`src/rtl/jaddr_pkg.sv`:
```
// Shared types and constants for the J-type jump-target encoder and its skid buffer.
package jaddr_pkg;

    localparam logic [5:0] OP_J   = 6'b000010;
    localparam logic [5:0] OP_JAL = 6'b000011;

    localparam int ERR_MISALIGN = 0;
    localparam int ERR_REGION   = 1;
    localparam int ERR_OPCODE   = 2;

    typedef struct packed {
        logic [31:0] instr;
        logic [2:0]  err;
    } jenc_entry_t;

    localparam int ENTRY_W = $bits(jenc_entry_t);

    typedef enum logic [1:0] {
        EMPTY = 2'd0,
        ONE   = 2'd1,
        TWO   = 2'd2
    } skid_state_t;

    // The inverse of the shift-left-2 jump aggregator: drop the region nibble and the byte offset.
    function automatic logic [31:0] jenc_word(input logic [5:0] op, input logic [31:0] target);
        return {op, target[27:2]};
    endfunction

endpackage

```
`src/rtl/jenc_skid.sv`:
```
// Two-entry valid/ready skid buffer of jenc_entry_t; in_ready is a pure function of state.
module jenc_skid
    import jaddr_pkg::*;
(
    input  logic               clk,
    input  logic               rst,
    input  logic               in_valid,
    output logic               in_ready,
    input  logic [ENTRY_W-1:0] in_data,
    output logic               out_valid,
    input  logic               out_ready,
    output logic [ENTRY_W-1:0] out_data
);

    skid_state_t state_q, state_d;
    jenc_entry_t head_p0, tail_p1;
    jenc_entry_t in_entry;
    logic        head_ld, head_from_tail, tail_ld;
    logic        accept, deliver;

    assign in_entry = jenc_entry_t'(in_data);
    assign accept   = in_valid && (state_q != TWO);
    assign deliver  = out_ready && (state_q != EMPTY);

    always_ff @(posedge clk) begin
        if (!rst) state_q <= EMPTY;
        else      state_q <= state_d;
    end

    always_comb begin
        state_d        = state_q;
        in_ready       = 1'b1;
        out_valid      = 1'b0;
        head_ld        = 1'b0;
        head_from_tail = 1'b0;
        tail_ld        = 1'b0;
        case (state_q)
            EMPTY: begin
                if (accept) begin
                    state_d = ONE;
                    head_ld = 1'b1;
                end
            end
            ONE: begin
                out_valid = 1'b1;
                if (accept && !deliver) begin
                    state_d = TWO;
                    tail_ld = 1'b1;
                end else if (deliver && !accept) begin
                    state_d = EMPTY;
                end else if (accept && deliver) begin
                    head_ld = 1'b1;
                end
            end
            TWO: begin
                out_valid = 1'b1;
                in_ready  = 1'b0;
                if (deliver) begin
                    state_d        = ONE;
                    head_from_tail = 1'b1;
                end
            end
            default: state_d = EMPTY;
        endcase
    end

    // Storage stage: head feeds the output, tail holds the skid word while stalled.
    always_ff @(posedge clk) begin
        if (!rst) begin
            head_p0 <= '0;
            tail_p1 <= '0;
        end else begin
            if (head_ld)             head_p0 <= in_entry;
            else if (head_from_tail) head_p0 <= tail_p1;
            if (tail_ld)             tail_p1 <= in_entry;
        end
    end

    assign out_data = head_p0;

endmodule

```
`src/rtl/jaddr_encoder.sv`:
```
// Jump-target encoder: packs {op, target[27:2]}, flags unreconstructable targets, counts errors.
module jaddr_encoder
    import jaddr_pkg::*;
#(
    parameter int ERRW = 8
) (
    input  logic            clk,
    input  logic            rst,
    input  logic            in_valid,
    output logic            in_ready,
    input  logic [31:0]     in_target,
    input  logic [31:0]     in_pc,
    input  logic [5:0]      in_op,
    output logic            out_valid,
    input  logic            out_ready,
    output logic [31:0]     out_instr,
    output logic [2:0]      out_err,
    output logic [ERRW-1:0] err_count
);

    jenc_entry_t enc_entry;
    jenc_entry_t out_entry;
    logic [ENTRY_W-1:0] out_data;
    logic        accept;
    logic        unused_pc_low;

    function automatic logic [ERRW-1:0] sat_inc(input logic [ERRW-1:0] v);
        return (&v) ? v : v + 1'b1;
    endfunction

    assign unused_pc_low = ^in_pc[27:0];

    always_comb begin
        enc_entry                   = '0;
        enc_entry.instr             = jenc_word(in_op, in_target);
        enc_entry.err[ERR_MISALIGN] = |in_target[1:0];
        enc_entry.err[ERR_REGION]   = (in_target[31:28] != in_pc[31:28]);
        enc_entry.err[ERR_OPCODE]   = !((in_op == OP_J) || (in_op == OP_JAL));
    end

    assign accept = in_valid && in_ready;

    always_ff @(posedge clk) begin
        if (!rst)                        err_count <= '0;
        else if (accept && |enc_entry.err) err_count <= sat_inc(err_count);
    end

    jenc_skid u_skid (
        .clk       (clk),
        .rst       (rst),
        .in_valid  (in_valid),
        .in_ready  (in_ready),
        .in_data   (enc_entry),
        .out_valid (out_valid),
        .out_ready (out_ready),
        .out_data  (out_data)
    );

    assign out_entry = jenc_entry_t'(out_data);
    assign out_instr = out_entry.instr;
    assign out_err   = out_entry.err;

endmodule
```
`config.mk`:
```
export PLATFORM = sky130hd
export DESIGN_NAME = jaddr_encoder
export DESIGN_NICKNAME = d
export VERILOG_FILES = /design/src/rtl/jaddr_pkg.sv /design/src/rtl/jenc_skid.sv /design/src/rtl/jaddr_encoder.sv
export SDC_FILE = /design/constraint.sdc
export NUM_CORES = 1
export LEC_CHECK = 0
export ABC_AREA = 1
export BUFFER_PORTS_ARGS = -buffer_cell sky130_fd_sc_hd__buf_2
export CORE_ASPECT_RATIO = 0.5
export CORE_MARGIN = 1
export CORE_UTILIZATION = 54
export DETAILED_ROUTE_END_ITERATION = 6
export GPL_TIMING_DRIVEN = 0
export PLACE_DENSITY = 0.95
export RECOVER_POWER = 50
export SYNTH_ARGS = -nofsm -noshare
export SYNTH_HDL_FRONTEND = slang
export SYNTH_SLANG_ARGS = --single-unit
```
`constraint.sdc`:
```
create_clock -name clk -period 2.25 [get_ports clk]
set_input_delay 0.1125 -clock clk [delete_from_list [all_inputs] [get_ports clk]]
set_output_delay 0.1125 -clock clk [all_outputs]
set_load 0.1 [all_outputs]
```
==> results of run 1 <==
-- power by group --
| group | switching [mW] | internal, mW | total, mW |
|---|---|---|---|
| registers | 0.119 | 1.62 | 1.74 |
| clock network | 0.584 | 0.807 | 1.39 |
| logic | 1.62 | 0.433 | 2.05 |
| total | 2.32 | 2.86 | 5.19 |
-- layer usage --
metal  wire length, um  part of all wire [%]
met3               594                   6.5
met5                 0                     0
met2              4330                    47
met1              4020                    44
met4               177                   1.9
-- worst max-delay path: cells and delay by family, from the launching register on --
kind | cells | cell delay (ns)
AOI/OAI and AO/OA | 1 | 0.10
adders and majority gates | 1 | 0.21
buffers and inverters | 5 | 0.77
DFF | 1 | 0.33
and+or+nand+nor | 3 | 0.37
-- how the worst max path moves through the flow --
stage | endpoint | slack, ns | cells after the start
3_5_place_dp | u_skid.out_data[16] | 0.58 | 10
5_1_grt | u_skid.out_data[26] | 0.20 | 10
2_1_floorplan | err_count[5] | 0.17 | 10
3_3_place_gp | u_skid.out_data[14] | 0.62 | 10
4_1_cts | u_skid.out_data[25] | 0.49 | 10
6_report | u_skid.out_data[26] | 0.31 | 10
-- placed cells by master, fill, tap and decap left out, drive strengths merged --
cell type and n:
clkinvlp 3, nor3 1, o21ai 4, clkbuf 69, a21oi 37, dfxtp 80
xnor2 1, nor2 28, nand2 180, a31oi 35, nand3 44, buf 63
nand4 8, ha 4, clkinv 3, inv 42, or2 1
-- kinds of logic after synthesis --
| family | count (synthesis) |
|---|---|
| adder cells (fa/ha/maj) | 4 |
| XOR/XNOR | 1 |
| flip-flops | 80 |
| AND/OR/NAND/NOR | 262 |
| AO/OA/AOI/OAI | 76 |
| buffers and inverters | 74 |
-- stage by stage --
| stage | std cells | setup slack (ns) | power, mW | util [%] | hold slack [ns] |
|---|---|---|---|---|---|
| 2_1_floorplan | 497 | 0.173 | 3.45 | - | 0.277 |
| 3_3_place_gp | 675 | 0.623 | 3.79 | 66.7 | 0.400 |
| 3_5_place_dp | 675 | 0.576 | 3.84 | 66.7 | 0.401 |
| 4_1_cts | 691 | 0.492 | 5.22 | 71.3 | 0.0383 |
| 5_1_grt | 691 | 0.205 | 5.41 | 70.3 | 0.0459 |
| 6_report | 691 | 0.313 | 5.19 | 70.3 | 0.0446 |
-- sequential cells by signal, indices dropped and copies added (netlist names) --
name,cells
u_skid.out_data,35
u_skid.tail_p1,35
err_count,8
u_skid.state_q,2
-- cell type report --
cell class                 instances  share of cell area (%)
clock buffer                      12                    5.83
timing repair buffer              90                    9.02
multi-input combinational        343                    37.2
sequential                        80                    36.4
inverter                          44                    3.87
clock inverter                     4                   0.654
buffer                            30                    4.50
tap                               88                    2.50
==> results.sh, run 1 <==
export IMPL_fin_area_um2=4400
export IMPL_die_area_um2=7040
export IMPL_fin_skew_ns=0.00697
export IMPL_drive_gt1_share_pct=17.6
export IMPL_required_ns=2.46
export IMPL_cts_setup_buffers=0
export IMPL_fmax_mhz=516
export IMPL_portBuffers=90
export IMPL_use_met1_pct=31.7
export IMPL_grt_util_met2_pct=47.7
export IMPL_placed_cell_area_um2=4170
export IMPL_async_reset_ff_share_pct=0
export IMPL_synth_largest_area_cell="dfxtp_1"
export IMPL_p_leak_nw=1.77
export IMPL_place_congestion=0.848
export IMPL_drv_cap=0
export IMPL_wirelength_um=9120
export IMPL_r2r_start="u_skid.state_q[0]"
export IMPL_antennaDiodeCount=0
export IMPL_slew_violations=0
export IMPL_synth_distinct_cells=30
export IMPL_worstHoldPathType="input port to register"
export IMPL_netlist_instances=497
export IMPL_synth_seq_cells=80
export IMPL_synth_compound_area_share_pct=12.0
export IMPL_wl_per_cell_um=13.2
export IMPL_synth_edff_count=0
export IMPL_max_stage_delay_ns=0.33
export IMPL_multi_input_area_um2=1640
export IMPL_arrival_ns=2.14
export IMPL_drt_iter0_markers=260
export IMPL_rows=20
export IMPL_pwr_density_cell_nw_per_um2=1180
export IMPL_yosys_area_share_adder_pct=1.39
export IMPL_setup_tns_ns=0
export IMPL_worst_slew_pin_slew_ns=1.21
export IMPL_cts_root_buffer="clkbuf_16"
export IMPL_final_period_utilization_pct=86.1
export IMPL_path_max_fanout=10
export IMPL_clock_path_buffers=2
export IMPL_synth_flop_cell="dfxtp_1"
export IMPL_cp_start_kind="register"
export IMPL_clock_latency_ns=0.35
export IMPL_antenna_found_initial=0
export IMPL_crit_top_cell="nand2_4"
export IMPL_synth_simple_gate_area_share_pct=31.8
export IMPL_initial_utilization_pct=57.8
export IMPL_r2r_end="u_skid.out_data[26]"
export IMPL_synth_xor_area_share_pct=0.242
export IMPL_setup_viol=0
export IMPL_drc_errors=0
export IMPL_clock_sinks=80
export IMPL_rsz0062_at_grt="false"
export IMPL_crit_slowest_cell="dfxtp_1"
export IMPL_syn_to_final_growth_pct=21.7
export IMPL_startpoint="u_skid.state_q[0]"
export IMPL_dr_pass1_iters=4
export IMPL_slew_headroom_pct=19.8
export IMPL_layout_min_cycle_time_ns=1.94
export IMPL_grt_pass1_wl_um=14700
export IMPL_hpwl_um=6280
export IMPL_die_w_um=118
export IMPL_fin_nets=676
export IMPL_rr_worst_depth=10
export IMPL_irDropWorstVdd_mv=0.552
export IMPL_cts_tree="done"
export IMPL_synth_most_common_cell="nand2_1"
export IMPL_rrSetupSlack_ns=0.31
export IMPL_synthTopCellsByCount="nand2_1 (165), dfxtp_1 (80), nand3_1 (42)"
export IMPL_use_met3_pct=8.21
export IMPL_ios=119
export IMPL_vias_per_cell=5.30
export IMPL_syn_num_nets=575
export IMPL_synth_top_area_share_pct=44.3
export IMPL_synth_top_family_by_area="simple AND/OR/NAND/NOR gates"
export IMPL_hold_end="u_skid.tail_p1[3]"
export IMPL_synth_warnings=0
export IMPL_grt_max_degree=14
export IMPL_synth_area_leaders="dfxtp_1 (44%), nand2_1 (17%), a31oi_1 (5.9%), nand3_1 (5.8%), a21oi_1 (5.0%)"
export IMPL_synth_mux_area_share_pct=0
export IMPL_netlist_area_um2=3610
export IMPL_fillCellCount=520
export IMPL_die_y_um=59.8
export IMPL_detail_route_antenna_nets=0
export IMPL_critical_path_class="register to register"
export IMPL_syn_mean_instance_area_um2=7.27
export IMPL_ys_seq_area_share_pct=44.3
export IMPL_finalHoldViolations=0
export IMPL_cts_resized=0
export IMPL_num_vias=3662
export IMPL_crit_path_end_kind="register"
export IMPL_htree_levels=3
export IMPL_holdPathStages=3
export IMPL_status="finished clean"
export IMPL_regArea_um2=1600
export IMPL_grt_pass1_vias=3282
export IMPL_grt_overflow=0
export IMPL_min_from="in_target[2]"
export IMPL_cts_buffers=9
export IMPL_postCtsHoldBufs=0
export IMPL_clkTransAtPathRegs_ns=0.06
export IMPL_track_usage_pct=27.1
export IMPL_path_cells="inv_1, ha_1, inv_2, nand2_4, clkinvlp_2, nand2_4, clkinv_2, buf_2, nand2_1, a31oi_1"
export IMPL_core_um2=6260
export IMPL_busiest_layer="met2"
Power figures use the tool's default switching activity.
==> run 2: changes to the inputs <==
- RECOVER_POWER: 50 -> 25
==> run 2 against run 1 <==
  * First-iteration DRC count increased by 2.3%
  * Core utilization increased by 0.36 points
  * Register-to-register slack improved by 0.14 ns
  * Via count increased by 0.66%
  * Sequential power about the same
  * Power increased by 0.34%
  * Combinational power about the same
  * Routed wire length about the same
==> results.sh, run 2 (synthesized netlist as in run 1, its figures left out) <==
export IMPL_worst_hold_slack_ns=0.0431
export IMPL_cts_buffers=9
export IMPL_hpwl_um=6280
export IMPL_cts_root_buffer="clkbuf_16"
export IMPL_rows=20
export IMPL_worst_slew_pin_slew_ns=1.20
export IMPL_status="finished clean"
export IMPL_initial_utilization_pct=57.8
export IMPL_htree_levels=3
export IMPL_track_usage_pct=27.1
export IMPL_p_leak_nw=1.83
export IMPL_fin_skew_ns=0.00606
export IMPL_drv_cap=0
export IMPL_critical_path_class="register to register"
export IMPL_placed_cell_area_um2=4170
export IMPL_path_max_fanout=10
export IMPL_fmax_mhz=556
export IMPL_dr_pass1_iters=5
export IMPL_cts_tree="done"
export IMPL_wl_per_cell_um=13.2
export IMPL_grt_pass1_vias=3282
export IMPL_setup_viol=0
export IMPL_slew_violations=0
export IMPL_die_area_um2=7040
export IMPL_dp_cells=675
export IMPL_syn_to_final_growth_pct=22.3
export IMPL_post_place_ws_ns=0.576
export IMPL_antenna_found_initial=0
export IMPL_worst_slack_ns=0.451
export IMPL_ios=119
export IMPL_grt_max_degree=14
export IMPL_clkTransAtPathRegs_ns=0.06
export IMPL_place_congestion=0.848
export IMPL_drive_gt1_share_pct=20.2
export IMPL_num_vias=3686
export IMPL_p_total_mw=5.20
export IMPL_finalHoldViolations=0
export IMPL_detail_route_antenna_nets=0
export IMPL_clock_sinks=80
export IMPL_setup_tns_ns=0
export IMPL_crit_path_end_kind="register"
export IMPL_irDropWorstVdd_mv=0.552
export IMPL_wirelength_um=9110
export IMPL_drc_errors=0
export IMPL_grt_overflow=0
export IMPL_drt_iter0_markers=266
export IMPL_final_common_cell="nand2_1"
export IMPL_pwr_density_cell_nw_per_um2=1180
export IMPL_die_w_um=118
export IMPL_worstHoldPathType="input port to register"
export IMPL_grt_pass1_wl_um=14700
export IMPL_mostFrequentLayoutCells="nand2_1 (165), dfxtp_1 (80), buf_2 (67)"
export IMPL_cts_resized=0
export IMPL_antennaDiodeCount=0
export IMPL_layoutNonFillerInstCount=691
export IMPL_cp_start_kind="register"
export IMPL_die_y_um=59.8
export IMPL_postCtsHoldBufs=0
export IMPL_rrSetupSlack_ns=0.45
export IMPL_final_period_utilization_pct=80.0
export IMPL_clock_path_buffers=2
export IMPL_slew_headroom_pct=20.4
export IMPL_clock_latency_ns=0.35
export IMPL_rsz0062_at_grt="false"
export IMPL_required_ns=2.51
export IMPL_cts_setup_buffers=0
export IMPL_portBuffers=90
export IMPL_layout_min_cycle_time_ns=1.80
export IMPL_arrival_ns=2.06
export IMPL_fin_nets=676
export IMPL_fin_util_pct=70.7
export IMPL_vias_per_cell=5.33
export IMPL_fin_area_um2=4420
export IMPL_core_um2=6260
-- run 2: changes by cell type in the layout (fill, tap and decap cells not counted), sizes merged --
cell	before	now
clkinvlp	3	2
clkbuf	69	54
inv	42	43
buf	63	78
-- run 2: routing by layer --
metal  global-route usage, %  wire, um
met1                    31.7      3980
met2                    47.7      4330
met3                    8.21       600
met4                    11.0       193
met5                       0         0
-- run 2: critical path, cell delays in order (launching register included) --
cell	delay (ns)
dfxtp_1	0.36
inv_1	0.08
ha_1	0.25
inv_2	0.10
nand2_4	0.09
inv_4	0.10
nand2_4	0.05
clkinv_2	0.10
buf_2	0.23
nand2_1	0.10
a31oi_1	0.23
-- run 2: where the power goes --
| part | switching [mW] | internal, mW |
|---|---|---|
| Combinational | 1.63 | 0.441 |
| Clock | 0.589 | 0.807 |
| Sequential | 0.119 | 1.62 |
-- run 2: worst paths after layout --
| kind | from | to | depth (start not counted) |
|---|---|---|---|
| worst max-delay path | u_skid.state_q[0] | u_skid.out_data[25] | 10 |
| worst min-delay path | in_target[2] | u_skid.tail_p1[3] | 3 |
| worst max register to register | u_skid.state_q[0] | u_skid.out_data[25] | 10 |
| worst min register to register | u_skid.tail_p1[32] | u_skid.tail_p1[32] | 2 |
-- run 2: layout make-up --
cell class	instances	area, um2
fill	508	1840
multi-input combinational	343	1640
sequential	80	1600
timing repair buffer	90	412
clock buffer	12	256
buffer	30	199
inverter	44	171
tap	88	110
clock inverter	4	28.8
